<file path="src/rtl/fp16_to_int_if.sv">
`default_nettype none
// ============================================================================
// Module   : fp16_to_int_if
// Purpose  : Handshake bundle for the fp16 -> int16 converter.
//            master : the producer side, which drives the operand and R_I
//            slave  : the converter side, which returns the result, R_O
//                     and REG_ERROR
// Signals  : dataIn[15:0]  fp16 operand {sign, exp[4:0], frac[9:0]}
//            R_I           operand valid
//            dataOut[15:0] signed integer result
//            R_O           one-cycle completion pulse
//            REG_ERROR     completion carries an illegal-conversion flag
// Revision : 1.0  initial release
// ============================================================================
interface fp16_to_int_if;
   logic [15:0] dataIn;
   logic        R_I;
   logic [15:0] dataOut;
   logic        R_O;
   logic        REG_ERROR;

   modport master (output dataIn, output R_I,
                   input  dataOut, input R_O, input REG_ERROR);
   modport slave  (input  dataIn, input R_I,
                   output dataOut, output R_O, output REG_ERROR);
endinterface
`default_nettype wire

</file>
<file path="src/rtl/fp16_to_int.sv">
`default_nettype none
// ============================================================================
// Module   : fp16_to_int
// Purpose  : Converts an IEEE754 half-precision operand into a 16-bit
//            two's-complement integer.  The mantissa is aligned by a
//            1-bit-per-cycle shifter, so latency depends on the exponent.
// Ports    : clk    rising-edge clock
//            reset  asynchronous active-low reset
//            bus    fp16_to_int_if.slave (dataIn, R_I in; dataOut, R_O,
//                   REG_ERROR out)
// Params   : MAX_MAG  largest legal result magnitude (default 2048)
// Macro    : FP16_ROUND_NEAREST_EN  when defined, round half away from zero;
//            otherwise truncate toward zero.
// Revision : 1.0  initial release
// ============================================================================
module fp16_to_int #(
   parameter int unsigned MAX_MAG = 2048
) (
   input  logic          clk,
   input  logic          reset,
   fp16_to_int_if.slave  bus
);

`ifdef FP16_ROUND_NEAREST_EN
   localparam logic ROUND_EN = 1'b1;
`else
   localparam logic ROUND_EN = 1'b0;
`endif

   typedef enum logic [2:0] {
      IDLE  = 3'd0,
      CHECK = 3'd1,
      SHIFT = 3'd2,
      SIGN  = 3'd3,
      ERR   = 3'd4
   } state_t;

   state_t      state_q, state_d;
   logic [15:0] din_q,   din_d;
   logic [16:0] mag_q,   mag_d;    // 17 bits: 2047 << 5 = 65504 never wraps
   logic [3:0]  cnt_q,   cnt_d;
   logic        left_q,  left_d;
   logic        guard_q, guard_d;  // last bit shifted out (rounding only)
   logic [15:0] dout_q,  dout_d;
   logic        ro_q,    ro_d;
   logic        err_q,   err_d;

   logic [4:0]  w_exp;
   logic [16:0] w_mag_rnd;

   assign w_exp = din_q[14:10];
   // Guard is gated to zero in truncating builds.
   assign w_mag_rnd = mag_q + {16'd0, guard_q & ROUND_EN};

   always_ff @(posedge clk or negedge reset) begin
      if (!reset) begin
         state_q <= IDLE;
         din_q   <= '0;
         mag_q   <= '0;
         cnt_q   <= '0;
         left_q  <= 1'b0;
         guard_q <= 1'b0;
         dout_q  <= '0;
         ro_q    <= 1'b0;
         err_q   <= 1'b0;
      end else begin
         state_q <= state_d;
         din_q   <= din_d;
         mag_q   <= mag_d;
         cnt_q   <= cnt_d;
         left_q  <= left_d;
         guard_q <= guard_d;
         dout_q  <= dout_d;
         ro_q    <= ro_d;
         err_q   <= err_d;
      end
   end

   always_comb begin
      state_d = state_q;
      din_d   = din_q;
      mag_d   = mag_q;
      cnt_d   = cnt_q;
      left_d  = left_q;
      guard_d = guard_q;
      dout_d  = dout_q;
      ro_d    = ro_q;
      err_d   = err_q;

      case (state_q)
         IDLE: begin
            ro_d  = 1'b0;
            err_d = 1'b0;
            if (bus.R_I) begin
               din_d   = bus.dataIn;
               state_d = CHECK;
            end
         end

         CHECK: begin
            mag_d   = {6'd0, (w_exp != 5'd0), din_q[9:0]};
            guard_d = 1'b0;
            if (w_exp == 5'd31) begin
               state_d = ERR;
            end else if (w_exp < 5'd15) begin
               // |x| < 1 (includes zero/denormal); only e == -1 can round up.
               mag_d   = '0;
               cnt_d   = '0;
               guard_d = (w_exp == 5'd14);
               state_d = SIGN;
            end else if (w_exp <= 5'd25) begin
               // Binary point sits 10 - e bits into the mantissa.
               cnt_d   = 4'(5'd25 - w_exp);
               left_d  = 1'b0;
               state_d = (w_exp == 5'd25) ? SIGN : SHIFT;
            end else begin
               cnt_d   = 4'(w_exp - 5'd25);
               left_d  = 1'b1;
               state_d = SHIFT;
            end
         end

         SHIFT: begin
            if (left_q) begin
               mag_d = {mag_q[15:0], 1'b0};
            end else begin
               mag_d   = {1'b0, mag_q[16:1]};
               guard_d = mag_q[0];
            end
            cnt_d = cnt_q - 4'd1;
            if (cnt_q == 4'd1) begin
               state_d = SIGN;
            end
         end

         SIGN: begin
            // Range is judged on the rounded magnitude, never on overflow.
            if ({15'd0, w_mag_rnd} > MAX_MAG) begin
               state_d = ERR;
            end else begin
               dout_d  = din_q[15] ? (16'd0 - w_mag_rnd[15:0]) : w_mag_rnd[15:0];
               ro_d    = 1'b1;
               state_d = IDLE;
            end
         end

         ERR: begin
            dout_d  = '0;
            err_d   = 1'b1;
            ro_d    = 1'b1;
            state_d = IDLE;
         end

         default: begin
            state_d = IDLE;
         end
      endcase
   end

   assign bus.dataOut   = dout_q;
   assign bus.R_O       = ro_q;
   assign bus.REG_ERROR = err_q;

endmodule
`default_nettype wire

</file>
<file path="src/flat_wrapper.sv">
// flat-port wrapper written by rule: the top's interface ports become plain ports
module fp16_to_int_flat 
#(
   parameter int unsigned MAX_MAG = 2048
)
  (clk, reset, bus_dataIn, bus_R_I, bus_dataOut, bus_R_O, bus_REG_ERROR);
  fp16_to_int_if bus_i ();
  input  logic clk;
  input  logic reset;
  input wire logic [$bits(bus_i.dataIn)-1:0] bus_dataIn;
  input wire logic [$bits(bus_i.R_I)-1:0] bus_R_I;
  output wire logic [$bits(bus_i.dataOut)-1:0] bus_dataOut;
  output wire logic [$bits(bus_i.R_O)-1:0] bus_R_O;
  output wire logic [$bits(bus_i.REG_ERROR)-1:0] bus_REG_ERROR;
  assign bus_i.dataIn = bus_dataIn;
  assign bus_i.R_I = bus_R_I;
  assign bus_dataOut = bus_i.dataOut;
  assign bus_R_O = bus_i.R_O;
  assign bus_REG_ERROR = bus_i.REG_ERROR;
  fp16_to_int #(.MAX_MAG(MAX_MAG)) u_core (.clk(clk), .reset(reset), .bus(bus_i));
endmodule
</file>
<file path="config.mk">
export PLATFORM = sky130hd
export DESIGN_NAME = fp16_to_int_flat
export DESIGN_NICKNAME = d
export VERILOG_FILES = /design/src/rtl/fp16_to_int_if.sv /design/src/rtl/fp16_to_int.sv /design/src/flat_wrapper.sv
export SDC_FILE = /design/constraint.sdc
export NUM_CORES = 1
export LEC_CHECK = 0
export CAP_MARGIN = 30
export CORE_ASPECT_RATIO = 0.8
export CORE_UTILIZATION = 44
export CTS_BUF_LIST = sky130_fd_sc_hd__clkbuf_8
export DETAILED_ROUTE_END_ITERATION = 8
export GPL_TIMING_DRIVEN = 0
export HOLD_SLACK_MARGIN = 0.02
export PLACE_DENSITY = 0.65
export SYNTH_ARGS = -nofsm -noshare
export SYNTH_HDL_FRONTEND = slang
export SYNTH_SLANG_ARGS = --single-unit
</file>
<file path="constraint.sdc">
create_clock -name clk -period 4.29 [get_ports clk]
set_input_delay 0.858 -clock clk [delete_from_list [all_inputs] [get_ports clk]]
set_output_delay 0.858 -clock clk [all_outputs]
set_load 0.01 [all_outputs]
</file>
==> impl_metrics.tcl, run 1 <==
set metrics [dict create \
    ant_nets 0 \
    status "finished clean" \
    grt_antenna_before_repair 0 \
    clk_pin_slew_worst_paths_ns 0.07 \
    power_frac_seq_pct 32.6 \
    hold_violations 0 \
    globalplace.congestion 0.868 \
    cts_buffers 9 \
    cts.sinks 59 \
    grt_max_degree 39 \
    clkPwrFrac_pct 19.3 \
    dp.cells 439 \
    first_global_vias 2543 \
    worstSetupPathType "in2reg" \
    cts_resized 0 \
    drv_cap 0 \
    cp.arrival_ns 2.51 \
    fin_total_pwr_mw 2.99 \
    final.min_clock_period_ns 2.28 \
    overflow 0 \
    async_flop_share_pct 100 \
    clock_latency_ns 0.35 \
    routedWlPerCell_um 16.6 \
    start_kind "input port" \
    tns_ns 0 \
    max_freq_ghz 0.439 \
    synth_warnings 0 \
    layout.nets 391 \
    die-area_sq_um 7570 \
    die_y_um 78.0 \
    area_growth_pct 22.3 \
    p_comb_share_pct 48.1 \
    root_buffer "clkbuf_8" \
    hold_buffers 0 \
    hp-class "in2async" \
    routed_wirelength_mm 7.57 \
    syn_avg_cell_area_sq_um 10.1 \
    tightest_slew_ns 0.875 \
    synth_nets 343 \
    rsz0062_at_grt "false" \
    p_int_mw 1.79 \
    vias_per_cell 5.78 \
    post_cts_buffers 0 \
    ys_ff_latch 59 \
    die_w_um 97.1 \
    core_region_area_sq_um 6930 \
    finalInstanceArea_sq_um 3890 \
    p_leak_nw 1.58 \
    h-tree-depth 3 \
    num_rows 27 \
    post-dp-hpwl_mm 5.41 \
    swShare_pct 40.1 \
    post_synth_num_cell_types 48 \
    yosysSeqAreaShare_pct 46.4 \
    first_iter_violations 130 \
    slew_viol_final 0 \
    vdd_drop_max_uv 334 \
    cts_tree "built" \
    via_count 2630 \
    finalClockSkew_ns 0.0102 \
    finalSetupViolCount 0 \
    cp_max_fo 10 \
    maxSlewHeadroom_pct 41.1 \
    diodes 0 \
    synth_area_sq_um 3180 \
    drc 0 \
    io-pin-count 37 \
    synth_ff_type "dfrtp_1" \
    cts_buffer_depth 2 \
    initial_core_util_pct 45.9 \
    grt_pass1_wl_mm 13.0 \
    placed_cell_area_sq_um 3660 \
    p_sw_mw 1.20 \
    layout-drive-gt1-share_pct 13.0 \
    dr.pass1.iters 4 \
    syn_inst 315 \
    instances_no_fill 455 \
    synth_edf_count 0 \
    grt_usage_pct 22.0 \
    crit_path_end_kind "register" \
    crit_required_ns 4.52 \
    port_buffers 36 \
    pwr_density_cell_nw_per_um2 769 \
    post-route-period-util_pct 53.1 \
]
## worst max-delay path: stages
cell and delay [ns]:
clkdlybuf4s50_1 0.46, nand2b_1 0.08, nor3_1 0.19, clkbuf_1 0.51
mux2_2 0.41
## registers in the layout (all words and copies together) (netlist names)
register / count
u_core.left_q: 1
u_core.cnt_q: 4
u_core.bus.REG_ERROR: 1
u_core.din_q: 16
u_core.mag_q: 17
u_core.state_q: 3
u_core.bus.dataOut: 16
u_core.bus.R_O: 1
## metal layers
layer  share of wire [%]  vias up  global-route usage [%]
li1                    -     1261                       -
met4                 1.2        0                    6.72
met1                  50     1298                    30.6
met3                 4.6        8                    5.79
met5                   0        -                       0
met2                  44       63                    33.7
## synth_stat cells, types with 9 or more instances
cell type   n  area [sq um]
mux2_2     14           158
o21ai_0    23           115
xnor2_1     9          78.8
ha_1        9           113
dfrtp_1    59          1480
a21oi_1    24           120
nand2_1    23          86.3
clkbuf_1   18          67.6
nor2_1     11          41.3
a211oi_1   11          82.6
a31oi_1     9          56.3
inv_1      10          37.5
mux2i_1    16           160
## cells in the final DEF (no fill, tap or decap), drive strengths merged, types with 2 or more instances in the layout
master and n:
o31ai 5, nand4 5, and3 8, xor2 3
xnor2 9, a311oi 4, o21ai 23, inv 10
nand2 23, clkinvlp 2, a31oi 9, nand2b 3
a211oi 11, nor3b 3, a21oi 24, and2 2
clkinv 3, nor2 12, o211ai 3, nand3 4
clkbuf 28, mux2i 16, buf 7, mux2 14
nor4 4, ha 9, bufinv 2, nor3 8
clkdlybuf4s50 35, a31o 4, or3b 2, o22ai 3
dfrtp 59
## power by group through the flow
| stage | clock network [mW] | logic [mW] | registers, mW |
|---|---|---|---|
| 3_3_place_gp | 0 | 1.40 | 0.978 |
| 6_report | 0.577 | 1.44 | 0.976 |
| 3_5_place_dp | 0 | 1.43 | 0.984 |
| 2_1_floorplan | 0 | 0.976 | 0.974 |
| 4_1_cts | 0.589 | 1.44 | 0.977 |
| 5_1_grt | 0.615 | 1.60 | 1.01 |
## stage by stage
| step | setup WS (ns) | hold WS [ns] | utilization (%) |
|---|---|---|---|
| after floorplan | 2.37 | 0.448 | - |
| after global placement | 0.408 | 0.482 | 52.7 |
| after detailed placement | 1.64 | 0.490 | 52.9 |
| after CTS | 2.00 | 0.487 | 56.2 |
| after global routing | 1.88 | 0.508 | 56.2 |
| final | 2.01 | 0.482 | 56.2 |
## layout make-up
| class | instances | area (sq um) |
|---|---|---|
| multi-input cells | 222 | 1570 |
| repair buffers | 37 | 375 |
| clock inverters | 6 | 88.8 |
| fillers | 625 | 3030 |
| plain buffers | 23 | 96.3 |
| inverters | 11 | 41.3 |
| flip-flops and latches | 59 | 1480 |
| clock buffers | 10 | 138 |
| well taps | 87 | 109 |
## path summary, 6_finish.rpt
check | start | end | slack, ns | depth (start not counted)
worst max-delay path | bus_R_I | u_core.din_q[9]$_DFFE_PN0P_ | 2.01 | 5
worst min-delay path | reset | u_core.din_q[7]$_DFFE_PN0P_ | 0.48 | 1
worst max register to register | u_core.state_q[1]$_DFFE_PN0P_ | u_core.mag_q[6]$_DFFE_PN0P_ | 2.07 | 5
worst min register to register | u_core.cnt_q[3]$_DFFE_PN0P_ | u_core.cnt_q[3]$_DFFE_PN0P_ | 0.50 | 1
max in group asynchronous | reset | u_core.cnt_q[2]$_DFFE_PN0P_ | 3.22 | 2
min in group clk | u_core.cnt_q[3]$_DFFE_PN0P_ | u_core.cnt_q[3]$_DFFE_PN0P_ | 0.50 | 1
## cells by family after synthesis
family	after synthesis	share of synthesized area [%]
simple gates	79	14.3
fa+ha+maj	9	3.54
flops	59	46.4
xor+xnor	12	3.30
buf+inv	34	4.33
compound gates	92	18.1
mux	30	9.99
Note: power is estimated with default switching activity, not from simulation.
==> run 2: changes to the inputs <==
clock period = 2.4 ns   (was 4.29 ns; I/O delays follow)
==> run 2 against run 1 <==
  * Worst setup slack lost 1.8 ns
  * Routed wire length is essentially flat
  * Core utilization is essentially flat
  * Largest power group unchanged
  * Non-clock buffer count is the same
  * Register-to-register slack lost 1.8 ns
  * Clock-buffer cell count is the same
  * Total power grew 79%
  * Clock skew is essentially flat
  * Sequential cell count is the same
  * Critical path type is now reg2reg
  * Die area is the same
==> impl_metrics.tcl, run 2 (synthesis results as in run 1) <==
set metrics [dict create \
    initial_core_util_pct 45.9 \
    dp.cells 439 \
    maxSlewHeadroom_pct 41.1 \
    diodes 0 \
    cp.arrival_ns 2.40 \
    die_y_um 78.0 \
    clock_latency_ns 0.35 \
    die_w_um 97.1 \
    r2r_slack_ns 0.24 \
    finalClockSkew_ns 0.0102 \
    slowest_delay_ns 0.58 \
    layout.nets 391 \
    status "finished clean" \
    hold_violations 0 \
    clk_pin_slew_worst_paths_ns 0.07 \
    whs_ns 0.105 \
    cts_buffer_depth 2 \
    tns_ns 0 \
    drv_cap 0 \
    rr_worst_depth 4 \
    routed_wirelength_mm 7.57 \
    post-dp-hpwl_mm 5.41 \
    cp_max_fo 7 \
    via_count 2630 \
    dr.pass1.iters 4 \
    overflow 0 \
    instances_no_fill 455 \
    crit_family "simple AND/OR/NAND/NOR gates" \
    max_freq_ghz 0.463 \
    crit_path_end_kind "register" \
    ant_nets 0 \
    placed_cell_area_sq_um 3660 \
    largest_register "u_core.mag_q" \
    crit_required_ns 2.64 \
    slew_viol_final 0 \
    num_rows 27 \
    area_growth_pct 22.4 \
    start_kind "register" \
    finalInstanceArea_sq_um 3890 \
    rsz0062_at_grt "false" \
    layout-drive-gt1-share_pct 13.3 \
    cts_tree "built" \
    core_region_area_sq_um 6930 \
    routedWlPerCell_um 16.6 \
    p_leak_nw 1.59 \
    grt_pass1_wl_mm 13.0 \
    worstSetupPathType "reg2reg" \
    grt_usage_pct 22.0 \
    worst-path-buf-inv 0 \
    root_buffer "clkbuf_8" \
    drc 0 \
    fin_total_pwr_mw 5.35 \
    pwr_density_cell_nw_per_um2 1370 \
    cts.sinks 59 \
    worst_slack_ns 0.238 \
    vdd_drop_max_uv 596 \
    num-fill-cells 626 \
    die-area_sq_um 7570 \
    finalSetupViolCount 0 \
    place_ws_ns 0.126 \
    post-route-period-util_pct 90.1 \
    port_buffers 36 \
    cts_buffers 9 \
    largest_register_ffs 17 \
    crit_slowest_cell "or4_4" \
    crit_chain "or4_4 -> nor3_2 -> nand2_1 -> o31ai_1" \
    hp-class "in2async" \
    mostFrequentLayoutCell "dfrtp_1" \
    first_iter_violations 127 \
    reg2reg_from "u_core.mag_q[13]$_DFFE_PN0P_" \
    io-pin-count 37 \
    grt_max_degree 39 \
    tightest_slew_ns 0.875 \
    grt_antenna_before_repair 0 \
    vias_per_cell 5.78 \
    globalplace.congestion 0.868 \
    rr_endpoint "u_core.bus.dataOut[6]$_DFFE_PN0P_" \
    final.min_clock_period_ns 2.16 \
    final_cell_mix "dfrtp_1, clkdlybuf4s50_1, a21oi_1" \
    h-tree-depth 3 \
    post-route-util_pct 56.2 \
    first_global_vias 2543 \
]
[run 2: cell count changes in the layout (fill, tap and decap cells not counted), sizes merged]
cell    change
buf         -1
clkbuf      +1
[run 2: worst max-delay path by stage]
stage / startpoint / to / slack (ns) / depth (start not counted)
2_1_floorplan: u_core.mag_q[13]$_DFFE_PN0P_ / u_core.bus.dataOut[1]$_DFFE_PN0P_ / 0.53 / 5
3_3_place_gp: reset / u_core.mag_q[13]$_DFFE_PN0P_ / -1.10 / 1
3_5_place_dp: bus_R_I / u_core.din_q[2]$_DFFE_PN0P_ / 0.13 / 5
4_1_cts: u_core.state_q[1]$_DFFE_PN0P_ / u_core.mag_q[6]$_DFFE_PN0P_ / 0.20 / 5
5_1_grt: u_core.mag_q[1]$_DFFE_PN0P_ / u_core.bus.dataOut[1]$_DFFE_PN0P_ / 0.08 / 7
6_report: u_core.mag_q[13]$_DFFE_PN0P_ / u_core.bus.dataOut[6]$_DFFE_PN0P_ / 0.24 / 4
[run 2: what timing repair did]
item,in CTS,in global routing
setup buffers,0,0
hold buffers,0,0
setup endpoints to repair,0,2
resized for setup,0,1
[run 2: final cells by class]
cell class | instances | area [sq um] | share of cell area, %
multi-input cells | 222 | 1570 | 40.2
flip-flops and latches | 59 | 1480 | 37.9
repair buffers | 37 | 375 | 9.64
clock buffers | 10 | 138 | 3.54
well taps | 87 | 109 | 2.80
plain buffers | 23 | 97.6 | 2.51
clock inverters | 6 | 88.8 | 2.28
inverters | 11 | 41.3 | 1.06
[run 2: per-layer routing]
layer	vias up	track usage [%]	wire [um]
met2	65	33.7	3340
met1	1296	30.6	3790
met5	-	0	0
met3	8	5.79	352
met4	0	6.72	91
li1	1261	-	-
[run 2: worst register-to-register path, stage by stage (launching register included)]
cell	delay [ns]
dfrtp_1	0.44
or4_4	0.58
nor3_2	0.41
nand2_1	0.30
o31ai_1	0.34
[run 2: where the power goes]
part / switching [mW] / internal, mW / total, mW
clock: 0.420 / 0.612 / 1.03
combinational: 1.41 / 1.17 / 2.58
sequential: 0.316 / 1.43 / 1.74
total: 2.14 / 3.21 / 5.35
